--- src/rtl/spi_master.sv ---
// Byte-oriented SPI mode-0 master with programmable SCK prescaler and one-hot chip selects.
// Define SPI_MASTER_LSB_FIRST_EN to shift LSB first; the default build shifts MSB first.
module spi_master #(
  parameter int NUM_TARGETS = 1
) (
  input  logic                   clk,
  input  logic                   reset,
  input  logic [7:0]             prescaler,
  output logic                   spi_clk,
  output logic [NUM_TARGETS-1:0] spi_csn,
  output logic                   spi_mosi,
  output logic                   spi_mosi_drive,
  input  logic                   spi_miso,
  input  logic [NUM_TARGETS-1:0] target_id,
  input  logic                   target_en,
  input  logic [7:0]             tx_byte,
  input  logic                   tx_en,
  output logic                   tx_ready,
  output logic [7:0]             rx_byte,
  output logic                   rx_en
);

  typedef enum logic {IDLE, SHIFT} state_t;

  state_t                 r_state;
  state_t                 w_nextState;
  logic [8:0]             r_half;
  logic [8:0]             r_preCnt;
  logic [2:0]             r_bitCnt;
  logic [7:0]             r_shift;
  logic                   r_sample;
  logic                   r_sck;
  logic                   r_mosi;
  logic                   r_mosiDrive;
  logic                   r_txReady;
  logic                   r_rxEn;
  logic [7:0]             r_rxByte;
  logic [NUM_TARGETS-1:0] r_csn;

  logic       w_accept;
  logic       w_halfDone;
  logic       w_lastFall;
  logic [7:0] w_shifted;
  logic       w_nextBit;

  // The sampled MISO bit is merged in on the falling edge so the outgoing bits are never overwritten.
`ifdef SPI_MASTER_LSB_FIRST_EN
  assign w_shifted = {r_sample, r_shift[7:1]};
  assign w_nextBit = r_shift[1];
`else
  assign w_shifted = {r_shift[6:0], r_sample};
  assign w_nextBit = r_shift[6];
`endif

  always_comb begin
    w_accept    = 1'b0;
    w_halfDone  = 1'b0;
    w_lastFall  = 1'b0;
    w_nextState = r_state;
    if (r_state == IDLE) begin
      w_accept = tx_en & r_txReady & target_en;
      if (w_accept) w_nextState = SHIFT;
    end else begin
      w_halfDone = (r_preCnt == (r_half - 9'd1));
      w_lastFall = w_halfDone & r_sck & (r_bitCnt == 3'd7);
      if (!target_en || w_lastFall) w_nextState = IDLE;
    end
  end

  always_ff @(posedge clk) begin
    if (reset) r_state <= IDLE;
    else       r_state <= w_nextState;
  end

  always_ff @(posedge clk) begin
    if (reset) begin
      r_half      <= '0;
      r_preCnt    <= '0;
      r_bitCnt    <= '0;
      r_shift     <= '0;
      r_sample    <= 1'b0;
      r_sck       <= 1'b0;
      r_mosi      <= 1'b0;
      r_mosiDrive <= 1'b0;
      r_txReady   <= 1'b0;
      r_rxEn      <= 1'b0;
      r_rxByte    <= '0;
      r_csn       <= '1;
    end else begin
      r_csn       <= ~({NUM_TARGETS{target_en}} & target_id);
      r_mosiDrive <= target_en & (|target_id);
      r_rxEn      <= 1'b0;
      if (r_state == IDLE) begin
        r_sck     <= 1'b0;
        r_txReady <= target_en;
        if (w_accept) begin
          r_half    <= {1'b0, prescaler} + 9'd1;
          r_preCnt  <= '0;
          r_bitCnt  <= '0;
          r_shift   <= tx_byte;
          r_txReady <= 1'b0;
`ifdef SPI_MASTER_LSB_FIRST_EN
          r_mosi    <= tx_byte[0];
`else
          r_mosi    <= tx_byte[7];
`endif
        end
      end else if (!target_en) begin
        r_sck     <= 1'b0;
        r_txReady <= 1'b0;
      end else if (w_halfDone) begin
        r_preCnt <= '0;
        r_sck    <= ~r_sck;
        if (!r_sck) begin
          r_sample <= spi_miso;
        end else begin
          r_shift  <= w_shifted;
          r_bitCnt <= r_bitCnt + 3'd1;
          if (w_lastFall) begin
            r_rxByte  <= w_shifted;
            r_rxEn    <= 1'b1;
            r_txReady <= target_en;
          end else begin
            r_mosi <= w_nextBit;
          end
        end
      end else begin
        r_preCnt <= r_preCnt + 9'd1;
      end
    end
  end

  assign spi_clk        = r_sck;
  assign spi_csn        = r_csn;
  assign spi_mosi       = r_mosi;
  assign spi_mosi_drive = r_mosiDrive;
  assign tx_ready       = r_txReady;
  assign rx_byte        = r_rxByte;
  assign rx_en          = r_rxEn;

endmodule

--- config.mk ---
export PLATFORM = sky130hd
export DESIGN_NAME = spi_master
export DESIGN_NICKNAME = d
export VERILOG_FILES = /design/src/rtl/spi_master.sv
export SDC_FILE = /design/constraint.sdc
export NUM_CORES = 1
export LEC_CHECK = 0
export BUFFER_PORTS_ARGS = -buffer_cell sky130_fd_sc_hd__buf_2
export CORE_MARGIN = 2
export CORE_UTILIZATION = 58
export CTS_BUF_LIST = sky130_fd_sc_hd__clkbuf_8
export DETAILED_ROUTE_END_ITERATION = 8
export GPL_TIMING_DRIVEN = 1
export PLACE_DENSITY = 0.79
export SYNTH_ARGS = -nofsm -noshare
export SYNTH_HDL_FRONTEND = slang
export SYNTH_SLANG_ARGS = --single-unit
export TNS_END_PERCENT = 10
--- constraint.sdc ---
create_clock -name clk -period 3.2 [get_ports clk]
set_input_delay 0.64 -clock clk [delete_from_list [all_inputs] [get_ports clk]]
set_output_delay 0.64 -clock clk [all_outputs]
set_load 0.03 [all_outputs]
# Word level (Yosys, flattened, before mapping)
# Index checks and enable logic that the tools add are counted.
dict set report totals {
  reg_bits 44
  output_inout_bits 14
  latch_bits 0
  inputBits 22
  ram_bits 0
  wordCells 81
  mem_count 0
  mem_bits_ro 0
}
dict set report classes {
  shifts 0
  magnitude_cmp 0
  n_mul 0
  eq_ne 9
  reduce_logical 12
  n_div 0
  n_addsub 4
  bitwise 10
  n_mux 33
}
# cell count
set ops {}
lappend ops {{9-bit two-way mux} 4}
lappend ops {{7-bit two-way mux} 5}
lappend ops {{1-bit two-way mux} 19}
lappend ops {{3-bit two-way mux} 5}
lappend ops {{5-bit AND reduction} 2}
lappend ops {{8-bit by 1-bit adder with 9-bit output, second input constant} 1}
lappend ops {{9-bit by 1-bit adder with 9-bit output, second input constant} 1}
lappend ops {{9-bit == test} 1}
lappend ops {{3-bit by 2-bit != test with 1-bit output, second input constant} 3}
lappend ops {{9-bit by 1-bit subtractor with 9-bit output, second input constant} 1}
lappend ops {{4-bit AND reduction} 2}
lappend ops {{1-bit bitwise AND} 5}
lappend ops {{1-bit inverter} 5}
lappend ops {{5-bit OR reduction} 1}
lappend ops {{2-bit by 1-bit != test with 1-bit output, second input constant} 2}
lappend ops {{2-bit != test, second input constant} 2}
lappend ops {{2-bit AND reduction} 2}
lappend ops {{3-bit by 1-bit adder with 3-bit output, second input constant} 1}
lappend ops {{3-bit == test, second input constant} 1}
lappend ops {{3-bit AND reduction} 1}
lappend ops {{3-bit OR reduction} 1}
lappend ops {{2-bit nonzero test} 1}
lappend ops {{1-bit zero test} 1}
lappend ops {{1-bit logical OR} 1}

# Longest topological paths before layout
dict set report logic_depth {
  ltp_word 10
  depth_mapped 10
  depth_no_buf 9
}

# Least setup slack after synthesis
# OpenSTA, ideal clock, no wires.
dict set report synth_path {
  path_kind {register to register}
  from {register r_half[0]}
  to {register r_txReady (netlist: tx_ready)}
  n_path_buf 1
  arrival_ns 2.312
  slack_ns 0.773
  required_time_ns 3.085
  stages_incl_launch_ff 11
  setup_time_ns 0.115
  period_less_slack_ns 2.427
  path_cell_list {dfxtp_1 inv_1 ha_1 or3b_1 or3_4 a211oi_2 a2111oi_4 and3_1 buf_4 a211o_1 and3_1}
}
dict set report synth_via {
  elab_chain_len 7
  word_cells_on_any_way 9
  classes_between {add/sub: 1; eq/ne: 3; mux: 2; bitwise: 2; reduce/logical: 1}
}
# item line_no
set synth_rtl {}
lappend synth_rtl {{start: declaration} 27} ;# logic [8:0] r_half;
lappend synth_rtl {{start signal: assignment} 97} ;# r_half <= {1'b0, prescaler} + 9'd1;
lappend synth_rtl {{9-bit by 1-bit subtractor with 9-bit output *} 64} ;# w_halfDone = (r_preCnt == (r_half - 9'd1));
lappend synth_rtl {{9-bit == test *} 64}
lappend synth_rtl {{1-bit bitwise AND (2 in series)} 65} ;# w_lastFall = w_halfDone & r_sck & (r_bitCnt == 3'd7);
lappend synth_rtl {{1-bit two-way mux} 60} ;# if (r_state == IDLE) begin
lappend synth_rtl {{3-bit by 2-bit != test with 1-bit output (no source line)} --}
lappend synth_rtl {{3-bit AND reduction (no source line) *} --}
lappend synth_rtl {{end signal: assignment} 95} ;# r_txReady <= target_en;
lappend synth_rtl {{end signal: assignment} 122} ;# r_txReady <= target_en;
lappend synth_rtl {{end: declaration} 35} ;# logic r_txReady;
# Mark *: on every way between the ends. The rest lies on a longest branch, timed or not.
# A chain may end at the register's enable or synchronous reset.

# Worst setup path after layout
dict set report layout_path {
  from {register r_half[0]}
  to {register r_mosi (netlist: spi_mosi)}
}
dict set report layout_via {
  elab_chain_len 7
  word_cells_on_any_way 9
  classes_between {add/sub: 1; eq/ne: 3; mux: 2; bitwise: 2; reduce/logical: 1}
}
# item line_no
set layout_rtl {}
lappend layout_rtl {{9-bit by 1-bit subtractor with 9-bit output *} 64}
lappend layout_rtl {{9-bit == test *} 64}
lappend layout_rtl {{1-bit bitwise AND (2 in series)} 65}
lappend layout_rtl {{1-bit two-way mux} 60}
lappend layout_rtl {{2-bit != test (no source line)} --}
lappend layout_rtl {{5-bit AND reduction (no source line) *} --}
lappend layout_rtl {{end signal: assignment} 105} ;# r_mosi <= tx_byte[7];
lappend layout_rtl {{end signal: assignment} 124} ;# r_mosi <= w_nextBit;
lappend layout_rtl {{end: declaration} 33} ;# logic r_mosi;
# Marks and branches as above.

==> run metrics <==
cell taking the most area after synthesis dfxtp_1; Vias/cell 5.55; number of global-route vias before repair 1,764; Routed wire per std cell 13.9 µm; drt pass-1 iters 4; Post-synth EDFFs 0; FP Rows 22; Avg Synthesized Cell Area 8.87 µm²; largest net degree at the start of global routing 33; Port Buffers 35; chip width 65.8 µm; first-pass GRT wire length 7820 µm; Routed WL 4630 µm; Synth cell types 44; IO Pins 36; CTS buffer count 5; Initial Util 60.6%; Least-Margin Pin Slew 610 ps; YS warnings 0; Setup CP Type flip-flop to flip-flop; Worst-path clk slew 80 ps; final std cells w/o fill 332; Worst slew margin 59.3%; Gate Count Post-Synth 250; post_cts resized 0; pins over their slew limit 0; WP data arrival 2940 ps; RSZ-0062 raised after global routing false; number of hold violations in the final report 0; Max Freq 0.366 GHz; clk sinks 44; Die Footprint 0.00434 mm²; core box area 0.00366 mm²; area growth from synthesis to layout 14.4%; synthesized area 0.00222 mm²; Pwr Density 438 mW/mm²; grt ovf 0; gr usage total 23.5%; CTS tree done; DRT iter0 DRCs 85; initial antenna violation count 0; worst-skew pair later-pin latency 300 ps; fill count 327; Setup TNS 0 ps; status finished clean; # diodes 0; Final ANT Viol Nets 0; # H-tree levels 2; crit path max fanout 10; root buffer cell clkbuf_8; proportion of layout cells with a drive suffix above 1 20.1%; leakage 1.07 nW; register bit total from synthesis 44; post-synth top area share 39.7%; Async SR Flop Fraction 0%; period utilization 85.3%; Peak VDD IR 0.393 mV; critical path startpoint category flip-flop; Finish-stage setup viols 0; Post-CTS Setup Bufs 0; Seq/Total Area, Yosys 39.7%; Synthesized Nets 277; Post-Place Cells 324; DRC errors left 0; power after layout 1.11 mW; Req. time, crit path 3410 ps; Post-layout nets 310; Post-synth top flop dfxtp_1; routability cong. 0.769; Post-DP HPWL 3220 µm; post-layout min period 2730 ps; clock skew 8.87 ps; synth cell count leaders dfxtp_1, nor2_1, mux2i_1, nand2_1, a211oi_1; die extent in y 65.8 µm; Max clock buf depth 2; most numerous cell in the Yosys netlist dfxtp_1; via count 1,841; Area contributors post-synth dfxtp_1, mux2i_1, nor2_1, xnor2_1, xor2_1; crit end category flip-flop; Hold-fix buffers, CTS 0; Hold Crit Class flip-flop to flip-flop; maxcap violations 0; post-layout util 69.3%; hold_ws 482 ps
==> final timing paths <==
kind	endpoint	slack (ps)	cells after the start	from
setup / recovery	spi_mosi	470	8	r_half[0]
hold / removal	r_bitCnt[1]	480	2	r_bitCnt[1]
setup reg to reg	spi_mosi	470	8	r_half[0]
hold reg to reg	r_bitCnt[1]	480	2	r_bitCnt[1]
==> per-layer routing <==
layer / up-vias / track usage (%) / wire (µm)
met3: 11 / 4.26 / 190
met2: 47 / 40.7 / 2290
met4: 0 / 11.7 / 101
li1: 939 / - / -
met5: - / 0 / 0
met1: 844 / 27.8 / 2040
==> per-stage QoR <==
step	instance area (µm²)	setup slack [ps]
floorplan	2220	773
global placement	2420	641
detailed placement	2420	559
CTS	2540	474
global route	2540	269
finish	2540	471
==> area by class of cell <==
cell class,count,area [µm²],share of cell area [%]
clock buffers,6,82.6,3.25
clock inverters,2,38.8,1.53
inverters,9,33.8,1.33
multi-input cells,186,1250,49.3
flip-flops and latches,44,881,34.7
well taps,48,60.1,2.37
repair buffers,37,190,7.50
==> cell families after synthesis <==
logic type	synth area share (%)
multiplexers	7.67
AO/OA/AOI/OAI	13.9
buffers and inverters	3.89
AND/OR/NAND/NOR	23.3
adder cells (fa/ha/maj)	2.82
flip-flops	39.7
XOR/XNOR	8.69
==> where the power goes <==
group / internal [mW] / switching [mW] / leakage [nW] / total (mW)
combinational: 0.0428 / 0.0608 / 0.657 / 0.104
clock: 0.255 / 0.186 / 0.0614 / 0.441
sequential: 0.557 / 0.00950 / 0.356 / 0.566
==> cells in the final DEF, fill, tap and decap left out, drive strengths merged, types with 2 or more instances in the layout <==
cell,count
nand4,6
a211oi,16
dfxtp,44
a31oi,2
inv,9
nor2b,2
nand2b,4
nand2,16
and3,5
nor3,4
nand3,11
nand3b,2
clkbuf,6
ha,5
or3,3
xor2,11
xnor2,11
buf,37
o21ai,4
nor2,43
nand4b,2
mux2i,17
a21oi,7
a21o,2
==> critical path, stage by stage, from the launching register on <==
cell and delay [ps]:
dfxtp_1 360, inv_1 70, ha_1 170, or3b_1 370, or3_4 370, a2111oi_4 470
and3_1 430, mux2i_1 160, a211oi_2 240
==> registers in the layout (all words and copies together) (netlist names) <==
signal	count
r_half	9
r_preCnt	9
rx_byte	8
r_shift	7
r_bitCnt	3
r_sample	1
r_state	1
rx_en	1
spi_clk	1
spi_csn	1
spi_mosi	1
spi_mosi_drive	1
tx_ready	1
No activity file was read; power rests on OpenSTA's default activity.
